## src/rtl/mem_arbiter.sv

```systemverilog
// rtl/mem_arbiter.sv - single-owner memory bus arbiter for icache, dcache and PTW
// PTW has fixed priority; icache/dcache alternate round-robin. Bursts wrap inside a 16-byte block.
module mem_arbiter (
  input  logic        clk_core,
  input  logic        reset,
  input  logic        ic_req,
  input  logic [29:0] ic_addr,
  input  logic [1:0]  ic_len,
  output logic        ic_gnt,
  output logic        ic_ack,
  output logic        ic_done,
  input  logic        dc_req,
  input  logic        dc_write,
  input  logic [29:0] dc_addr,
  input  logic [1:0]  dc_len,
  input  logic [31:0] dc_wdata,
  output logic        dc_gnt,
  output logic        dc_ack,
  output logic        dc_done,
  input  logic        pw_req,
  input  logic [29:0] pw_addr,
  output logic        pw_gnt,
  output logic        pw_ack,
  output logic [1:0]  arb_beat,
  output logic        mem_req,
  output logic        mem_write,
  output logic [29:0] mem_addr,
  output logic [31:0] mem_wdata,
  input  logic        mem_ack,
  input  logic [31:0] mem_rdata
);

  typedef enum logic [1:0] {IDLE, BUSY, GAP} state_t;
  typedef enum logic [1:0] {OWN_IC, OWN_DC, OWN_PW} owner_t;

  state_t      state;
  owner_t      owner;
  logic        last;
  logic        wr;
  logic [29:0] addr;
  logic [1:0]  remaining;

  logic busy;
  logic held;
  logic beat_ack;
  logic last_beat;

  // Read data goes straight from the bus to the caches; the arbiter never looks at it.
  logic unused_rdata;
  assign unused_rdata = ^mem_rdata;

  always_ff @(posedge clk_core) begin
    if (reset) begin
      state     <= IDLE;
      owner     <= OWN_IC;
      last      <= 1'b1;
      wr        <= 1'b0;
      addr      <= '0;
      remaining <= '0;
    end else begin
      case (state)
        IDLE: begin
          if (pw_req) begin
            owner     <= OWN_PW;
            wr        <= 1'b0;
            addr      <= pw_addr;
            remaining <= 2'd0;
            state     <= BUSY;
          end else if (ic_req && (!dc_req || last)) begin
            owner     <= OWN_IC;
            wr        <= 1'b0;
            addr      <= ic_addr;
            remaining <= ic_len;
            last      <= 1'b0;
            state     <= BUSY;
          end else if (dc_req) begin
            owner     <= OWN_DC;
            wr        <= dc_write;
            addr      <= dc_addr;
            remaining <= dc_len;
            last      <= 1'b1;
            state     <= BUSY;
          end
        end
        BUSY: begin
          if (mem_ack) begin
            // Only the word offset advances, so the burst wraps within its aligned block.
            addr[1:0] <= addr[1:0] + 2'd1;
            remaining <= remaining - 2'd1;
            if (remaining == 2'd0) begin
              state <= GAP;
            end
          end
        end
        GAP:     state <= IDLE;
        default: state <= IDLE;
      endcase
    end
  end

  assign busy      = (state == BUSY);
  assign held      = (state != IDLE);
  assign beat_ack  = busy && mem_ack;
  assign last_beat = beat_ack && (remaining == 2'd0);

  assign ic_gnt  = held && (owner == OWN_IC);
  assign dc_gnt  = held && (owner == OWN_DC);
  assign pw_gnt  = held && (owner == OWN_PW);

  assign ic_ack  = beat_ack && (owner == OWN_IC);
  assign dc_ack  = beat_ack && (owner == OWN_DC);
  assign pw_ack  = beat_ack && (owner == OWN_PW);

  assign ic_done = last_beat && (owner == OWN_IC);
  assign dc_done = last_beat && (owner == OWN_DC);

  assign mem_req   = busy;
  assign mem_write = busy && wr;
  assign mem_addr  = busy ? addr : 30'd0;
  assign arb_beat  = busy ? addr[1:0] : 2'd0;
  assign mem_wdata = (busy && wr && (owner == OWN_DC)) ? dc_wdata : 32'd0;

endmodule

```

## config.mk

```make
export PLATFORM = sky130hd
export DESIGN_NAME = mem_arbiter
export DESIGN_NICKNAME = d
export VERILOG_FILES = /design/src/rtl/mem_arbiter.sv
export SDC_FILE = /design/constraint.sdc
export NUM_CORES = 1
export LEC_CHECK = 0
export CAP_MARGIN = 20
export CORE_MARGIN = 2
export CORE_UTILIZATION = 34
export DETAILED_ROUTE_END_ITERATION = 6
export PLACE_DENSITY = 0.87
export SYNTH_ARGS = -nofsm -noshare
export SYNTH_HDL_FRONTEND = slang
export SYNTH_SLANG_ARGS = --single-unit
```

## constraint.sdc

```tcl
create_clock -name clk_core -period 2.5 [get_ports clk_core]
set_clock_uncertainty 0.05 [all_clocks]
set_input_delay 0.375 -clock clk_core [delete_from_list [all_inputs] [get_ports clk_core]]
set_output_delay 0.375 -clock clk_core [all_outputs]
set_load 0.03 [all_outputs]
```

# After elaboration in Yosys (flattened, before gate mapping)

Index checks and enable logic that the tools add are counted.

Logic and storage cells: 68
Output and inout bits: 74
Register bits: 38

Bitwise gates (word level): 1
Equality and inequality tests: 6
Reduce and logical (&&, ||, !) cells: 26
Add/subtract/negate cells: 2
Muxes and demuxes: 26

Operator list:

| cell                                                 | number |
|---|---|
| 2-to-1 mux 30 bit                                    | 4 |
| 2-to-1 mux 32 bit                                    | 1 |
| 2-to-1 mux 2 bit                                     | 13 |
| logical AND 1 bit                                    | 13 |
| case mux 2 bit (2 select lines)                      | 3 |
| AND reduction 3 bit                                  | 3 |
| logical NOT 2 bit                                    | 3 |
| nonzero test 2 bit                                   | 3 |
| 2-to-1 mux 1 bit                                     | 5 |
| equality test 2 x 1 -> 1 bit (second input constant) | 2 |
| != test 4 bit (second input constant)                | 1 |
| nonzero test 3 bit                                   | 1 |
| adder 2 x 1 -> 2 bit (second input constant)         | 1 |
| equality test 2 bit (second input constant)          | 1 |
| != test 2 x 1 -> 1 bit (second input constant)       | 1 |
| != test 2 bit (second input constant)                | 1 |
| AND reduction 2 bit                                  | 1 |
| subtractor 2 x 1 -> 2 bit (second input constant)    | 1 |
| logical NOT 1 bit                                    | 1 |
| logical OR 1 bit                                     | 1 |
| NOT 1 bit                                            | 1 |

# Logic depth before layout (Yosys ltp)

Gate-level depths: netlist of run 1.

Word-level depth: 6
Gate-level depth with buffers: 6
Gate-level depth less buffers: 5

# Least setup slack after synthesis of run 1

Ideal clock, no wire load.

Kind: reg2out
Start: register state[0]
End: output mem_addr[0]
Path slack: 379 ps
Data required time: 2,075 ps
Stages on the path, launching flop included: 5
Arrival: 1,696 ps
Buffers on the path: 2
Cell sequence: dfxtp_1 -> nor2b_2 -> clkbuf_1 -> and2_1 -> buf_4

Word-level cells in the longest chain between the ends: 2

RTL lines:

| item                         | line | text |
|---|---|---|
| from (decl)                  | 36   | `state_t state;` |
| from (signal assigned)       | 54   | `state <= IDLE;` |
| from (signal assigned)       | 68   | `state <= BUSY;` |
| from (signal assigned)       | 75   | `state <= BUSY;` |
| equality test 2 x 1 -> 1 bit | 101  | `assign busy = (state == BUSY);` |
| net mem_req                  | 25   | `output logic mem_req,` |
| 2-to-1 mux 30 bit            | 119  | `assign mem_addr = busy ? addr : 30'd0;` |
| to (decl)                    | 27   | `output logic [29:0] mem_addr,` |

The timed path passes the listed nets, and every way through them passes these cells.

# Final worst setup path of run 1

Start: register state[0]
End: output ic_done

Word-level cells in the longest chain between the ends: 4

RTL lines:

| item                         | line | text |
|---|---|---|
| equality test 2 x 1 -> 1 bit | 101  |  |
| logical AND 1 bit            | 103  | `assign beat_ack = busy && mem_ack;` |
| logical AND 1 bit            | 104  | `assign last_beat = beat_ack && (remaining == 2'd0);` |
| logical AND 1 bit            | 114  | `assign ic_done = last_beat && (owner == OWN_IC);` |
| to (decl)                    | 11   | `output logic ic_done,` |

No other way between the ends.

==> out/metrics.cfg, run 1 <==
[placed_design]
placedCellCount=610
place_ws_ns=-0.0135
portBuffers=206
dp_hpwl_um=7440
place.gp.congestion=0.781
placed_area_um2=4620

[timing]
finalHoldViolCount=0
fin_crit_ns=2.28
rsz0062_at_grt=false
fin_ws_ns=0.223
max_slew_margin=0.665
fmax_ghz=0.439
setup_viol=0
slew_viol_final=0
finalCritPeriodShare=0.911
max_slew.worst_pin.slew_ns=0.502

[die]
io_pins=239
fp.dieArea_um2=8520
coreArea_um2=7650
rows=32
start_util=0.347
die_h_um=92.3
die_w_um=92.3

[detailed_routing]
drc=0
wl_um=9590
ant_nets=0
vias=3203
wl_per_cell_um=15.5
dr.pass1.iters=4
viasPerCell=5.17
drtIter0Drc=89

[global_route]
grt_pass1_vias=3085
antenna_found_initial=0
grt-ovfl-total=0
track_usage=0.209
grt_max_degree=37
grt_pass1_wl_um=14500

[worst_setup_path]
regToRegStartpoint=state[1]$_SDFFE_PP0P_
crit_start=state[0]$_SDFFE_PP0P_
crit_path_max_fanout=29
path_class=register to primary output
crit_path_end=ic_done
endpoint_kind=primary output
r2r_cells=5
cp.required_ns=2.08
reg2reg_slack_ns=0.74
worstReg2RegEnd=addr[26]$_SDFFE_PP0P_
start_kind=register
crit_arrival_ns=1.85

[power]
power.density_nw_per_um2=402
ir_drop_mv=0.213
p_total_mw=1.90
p_leak_nw=2.10

[yosys]
synthFlopType=dfxtp_1
synth_seq_area_share=0.287
synth_area_um2=2650
synth_edf_count=0
yosys_warnings=0
syn_inst=320
synth_nets=486
ys_types=41
ys_seq_elements=38
synthArstFlopShare=0
avgSynthCellArea_um2=8.29

[clocking]
cts_buffer_depth=2
cts.sinks=38
cts_tree=done
htreeDepth=2
cts_buffers=5
holdBufCountCts=0
cts-root-buf=clkbuf_8
cts_resized=0
clkLatencyLatePin_ns=0.28
clk_pin_slew_ns=0.07
cts_setup_buffers=0

[finish]
area.sequential_um2=761
multi_input_area_um2=1700
syn2layout_area_growth_pct=78.2
diodes=0
stdcell_count=619
final_nets=682
final_area_um2=4730
drive_above_1_share=0.207
fill_cells=648
post-route-util=0.618

[run]
drv_cap=0

[run_status]
status=finished clean

[worst_hold_path]
hp-class=register to register

==> cells in the mapped netlist, types with 2 or more instances <==
library cell | number | area share
clkbuf_2 | 3 | 0.0057
a32o_1 | 25 | 0.094
nand2b_1 | 30 | 0.071
a211o_1 | 26 | 0.086
clkbuf_1 | 18 | 0.025
inv_1 | 5 | 0.0071
nor3_1 | 4 | 0.0075
nand2_1 | 12 | 0.017
a21oi_1 | 6 | 0.011
and2_1 | 62 | 0.15
and3_1 | 31 | 0.073
dfxtp_1 | 38 | 0.29
buf_4 | 4 | 0.011
mux2_2 | 2 | 0.0085
nor2_1 | 12 | 0.017
o21ai_0 | 3 | 0.0057
o31ai_1 | 4 | 0.011
buf_6 | 5 | 0.021
nand2_2 | 2 | 0.0047
a211oi_1 | 4 | 0.011
a31oi_1 | 3 | 0.0071
a21boi_0 | 2 | 0.0057
==> worst min path at each step <==
stage / start / to / slack, ns / cells past startpoint
2_1_floorplan: addr[2]$_SDFFE_PP0P_ / addr[2]$_SDFFE_PP0P_ / 0.37 / 2
3_3_place_gp: addr[3]$_SDFFE_PP0P_ / addr[3]$_SDFFE_PP0P_ / 0.38 / 2
3_5_place_dp: addr[3]$_SDFFE_PP0P_ / addr[3]$_SDFFE_PP0P_ / 0.38 / 2
4_1_cts: addr[3]$_SDFFE_PP0P_ / addr[3]$_SDFFE_PP0P_ / 0.40 / 2
5_1_grt: addr[11]$_SDFFE_PP0P_ / addr[11]$_SDFFE_PP0P_ / 0.42 / 1
6_report: addr[3]$_SDFFE_PP0P_ / addr[3]$_SDFFE_PP0P_ / 0.40 / 2
==> layer usage <==
metal  global-route usage  share of wire
met1                0.226           0.40
met2                0.392           0.50
met3               0.0643          0.094
met4               0.0560         0.0088
met5                    0              0
==> report_power, final <==
part	leakage [nW]	total [mW]	internal, mW	switching, mW
Clock	0.0482	0.436	0.223	0.213
Sequential	0.314	0.719	0.678	0.0418
Combinational	1.73	0.747	0.407	0.340
Total	2.10	1.90	1.31	0.595
==> layout make-up <==
cell class              count  share of cell area
clock buffers               7              0.0183
clock inverters             1             0.00106
inverters                   5             0.00397
multi-input cells         245               0.359
flip-flops and latches     38               0.161
well taps                 102              0.0270
repair buffers            221               0.430
==> sequential cells by signal, indices dropped and copies added, names as in the netlist <==
signal and flops:
last 1, owner 2, state 2, remaining 2, addr 30, wr 1
==> cell usage in the layout, fill, tap and decap left out, drive strengths merged, types with 5 or more instances in the layout <==
cell and instances:
a211o 26, a21oi 7, a32o 25, and2 62, and3 31, buf 87
clkbuf 7, clkdlybuf4s50 134, dfxtp 38, inv 5, nand2 14, nand2b 31
nor2 14
==> worst max-delay path, stage by stage (launching register included) <==
cell,delay [ns]
dfxtp_1,0.46
nor2b_2,0.24
buf_4,0.31
nand3_1,0.19
nor3_1,0.17
buf_4,0.19
==> through the flow <==
step | setup TNS, ns | hold slack [ns]
finish | 0 | 0.397
global route | 0 | 0.422
CTS | 0 | 0.401
detailed placement | -0.0395 | 0.383
global placement | 0 | 0.380
floorplan | 0 | 0.367
==> cell families (layout without fill, tap and decap cells) <==
group	after synthesis	count (layout)	share of synthesized area
buffers and inverters	37	234	0.0740
muxes	3	3	0.0123
AOI/OAI and AO/OA	80	80	0.261
DFF	38	38	0.287
and+or+nand+nor	161	161	0.361
adders and majority gates	1	1	0.00472
(Power assumes the default switching activity.)
==> run 2, diff against run 1 <==
CTS_BUF_LIST = sky130_fd_sc_hd__clkbuf_8 sky130_fd_sc_hd__clkbuf_16   (was not set)
CTS_CLUSTER_DIAMETER = 200   (was not set)
==> run 2 against run 1 <==
- hold slack stayed put
- flip-flop and latch count stayed put
- utilization stayed put
- wire length stayed put
- non-clock buffer count stayed put
- critical endpoint unchanged
- count of clock-buffer cells in the layout is 1 lower
- highest routed layer unchanged
- die area stayed put
- design area stayed put
- largest power group unchanged
- clock power is 0.9% lower
- setup slack stayed put
- first-iteration DRC count stayed put
- register-to-register slack hardly changed
==> out/metrics.cfg, run 2 (synthesized netlist as in run 1, its figures left out) <==
[finish]
final_area_um2=4730  ; unchanged
fill_cells=648  ; unchanged
post-route-util=0.618  ; unchanged
diodes=0  ; unchanged
syn2layout_area_growth_pct=78.2  ; unchanged
multi_input_area_um2=1700  ; unchanged
final_common_cell=clkdlybuf4s50_1
final_nets=682  ; unchanged
regMostFlops=addr
layout_common_cells=clkdlybuf4s50_1, buf_4, and2_1
drive_above_1_share=0.207  ; unchanged
area.sequential_um2=761  ; unchanged
largest_reg_flops=30  ; unchanged

[placed_design]
portBuffers=206  ; unchanged
place_ws_ns=-0.0135  ; unchanged
placed_area_um2=4620  ; unchanged
dp_hpwl_um=7440  ; unchanged
place.gp.congestion=0.781  ; unchanged

[worst_hold_path]
holdPathStages=2  ; unchanged
hp-class=register to register

[detailed_routing]
vias=3203  ; unchanged
drtIter0Drc=89  ; unchanged
drc=0  ; unchanged
ant_nets=0  ; unchanged
viasPerCell=5.17  ; unchanged
wl_um=9590  ; unchanged
dr.pass1.iters=4  ; unchanged
wl_per_cell_um=15.5  ; unchanged

[worst_setup_path]
crit_arrival_ns=1.85  ; about the same
cp.required_ns=2.08  ; about the same
path_class=register to primary output
endpoint_kind=primary output
r2r_cells=5  ; unchanged
crit_path_max_fanout=29  ; unchanged
start_kind=register

[die]
fp.dieArea_um2=8520  ; unchanged
die_w_um=92.3  ; unchanged
start_util=0.347  ; unchanged
coreArea_um2=7650  ; unchanged
die_h_um=92.3  ; unchanged
rows=32  ; unchanged
io_pins=239  ; unchanged

[clocking]
cts_buffer_depth=2  ; unchanged
cts-root-buf=clkbuf_8
cts_tree=done
cts_resized=0  ; unchanged
clk_pin_slew_ns=0.07  ; about the same
cts.sinks=38  ; unchanged
clkLatencyLatePin_ns=0.28  ; about the same
cts_buffers=5  ; unchanged
holdBufCountCts=0  ; unchanged
cts_setup_buffers=0  ; unchanged
htreeDepth=2  ; unchanged

[global_route]
grt_max_degree=37  ; unchanged
antenna_found_initial=0  ; unchanged
grt_pass1_wl_um=14500  ; unchanged
grt-ovfl-total=0  ; unchanged
track_usage=0.209  ; unchanged
grt_pass1_vias=3085  ; unchanged

[timing]
fin_tns_setup_ns=0  ; unchanged
fin_hold_ws_ns=0.397  ; unchanged
fin_ws_ns=0.223  ; unchanged
fmax_ghz=0.439  ; unchanged
finalCritPeriodShare=0.911  ; unchanged
fin_crit_ns=2.28  ; unchanged
finalHoldViolCount=0  ; unchanged
rsz0062_at_grt=false
setup_viol=0  ; unchanged
slew_viol_final=0  ; unchanged
max_slew_margin=0.665  ; unchanged
max_slew.worst_pin.slew_ns=0.502  ; unchanged

[power]
power.density_nw_per_um2=402  ; -0.20%
ir_drop_mv=0.213  ; about the same
p_leak_nw=2.10  ; +0.20%

[run]
drv_cap=0  ; unchanged

[run_status]
status=finished clean

-- run 2: cell count changes in the layout (fill, tap and decap cells not counted), sizes merged --
| cell | delta |
|---|---|
| inv | +1 |
| clkbuf | -1 |
-- run 2: layout make-up --
cell class / instances / area share
multi-input combinational: 245 / 0.359
clock buffer: 6 / 0.0175
inverter: 5 / 0.00397
clock inverter: 2 / 0.00185
sequential: 38 / 0.161
timing repair buffer: 221 / 0.430
tap: 102 / 0.0270
-- run 2: path summary, 6_finish.rpt --
kind,startpoint,end,slack (ns)
worst min register to register,addr[3]$_SDFFE_PP0P_,addr[3]$_SDFFE_PP0P_,0.40
worst max-delay path,state[0]$_SDFFE_PP0P_,ic_done,0.22
worst min-delay path,addr[3]$_SDFFE_PP0P_,addr[3]$_SDFFE_PP0P_,0.40
worst max register to register,state[1]$_SDFFE_PP0P_,addr[26]$_SDFFE_PP0P_,0.74
-- run 2: through the flow --
stage               total power [mW]  std cells
floorplan                       1.12        320
global placement                1.46        610
global route                    2.00        619
CTS                             1.91        618
detailed placement              1.48        610
finish                          1.90        619
-- run 2: routing by layer --
layer / up-vias / wire [µm] / GRT usage
li1: 1535 / - / -
met1: 1505 / 3800 / 0.226
met2: 153 / 4810 / 0.392
met3: 10 / 898 / 0.0643
met4: 0 / 84 / 0.0560
met5: - / 0 / 0
-- run 2: critical path, stage by stage (launching register included) --
cell	delay, ns
dfxtp_1	0.46
nor2b_2	0.24
buf_4	0.31
nand3_1	0.19
nor3_1	0.17
buf_4	0.19
-- run 2: where the power goes --
| part | switching (mW) | leakage, nW | total (mW) | internal, mW |
|---|---|---|---|---|
| Sequential | 0.0418 | 0.314 | 0.719 | 0.678 |
| Combinational | 0.340 | 1.73 | 0.747 | 0.407 |
| Clock | 0.213 | 0.0524 | 0.432 | 0.219 |
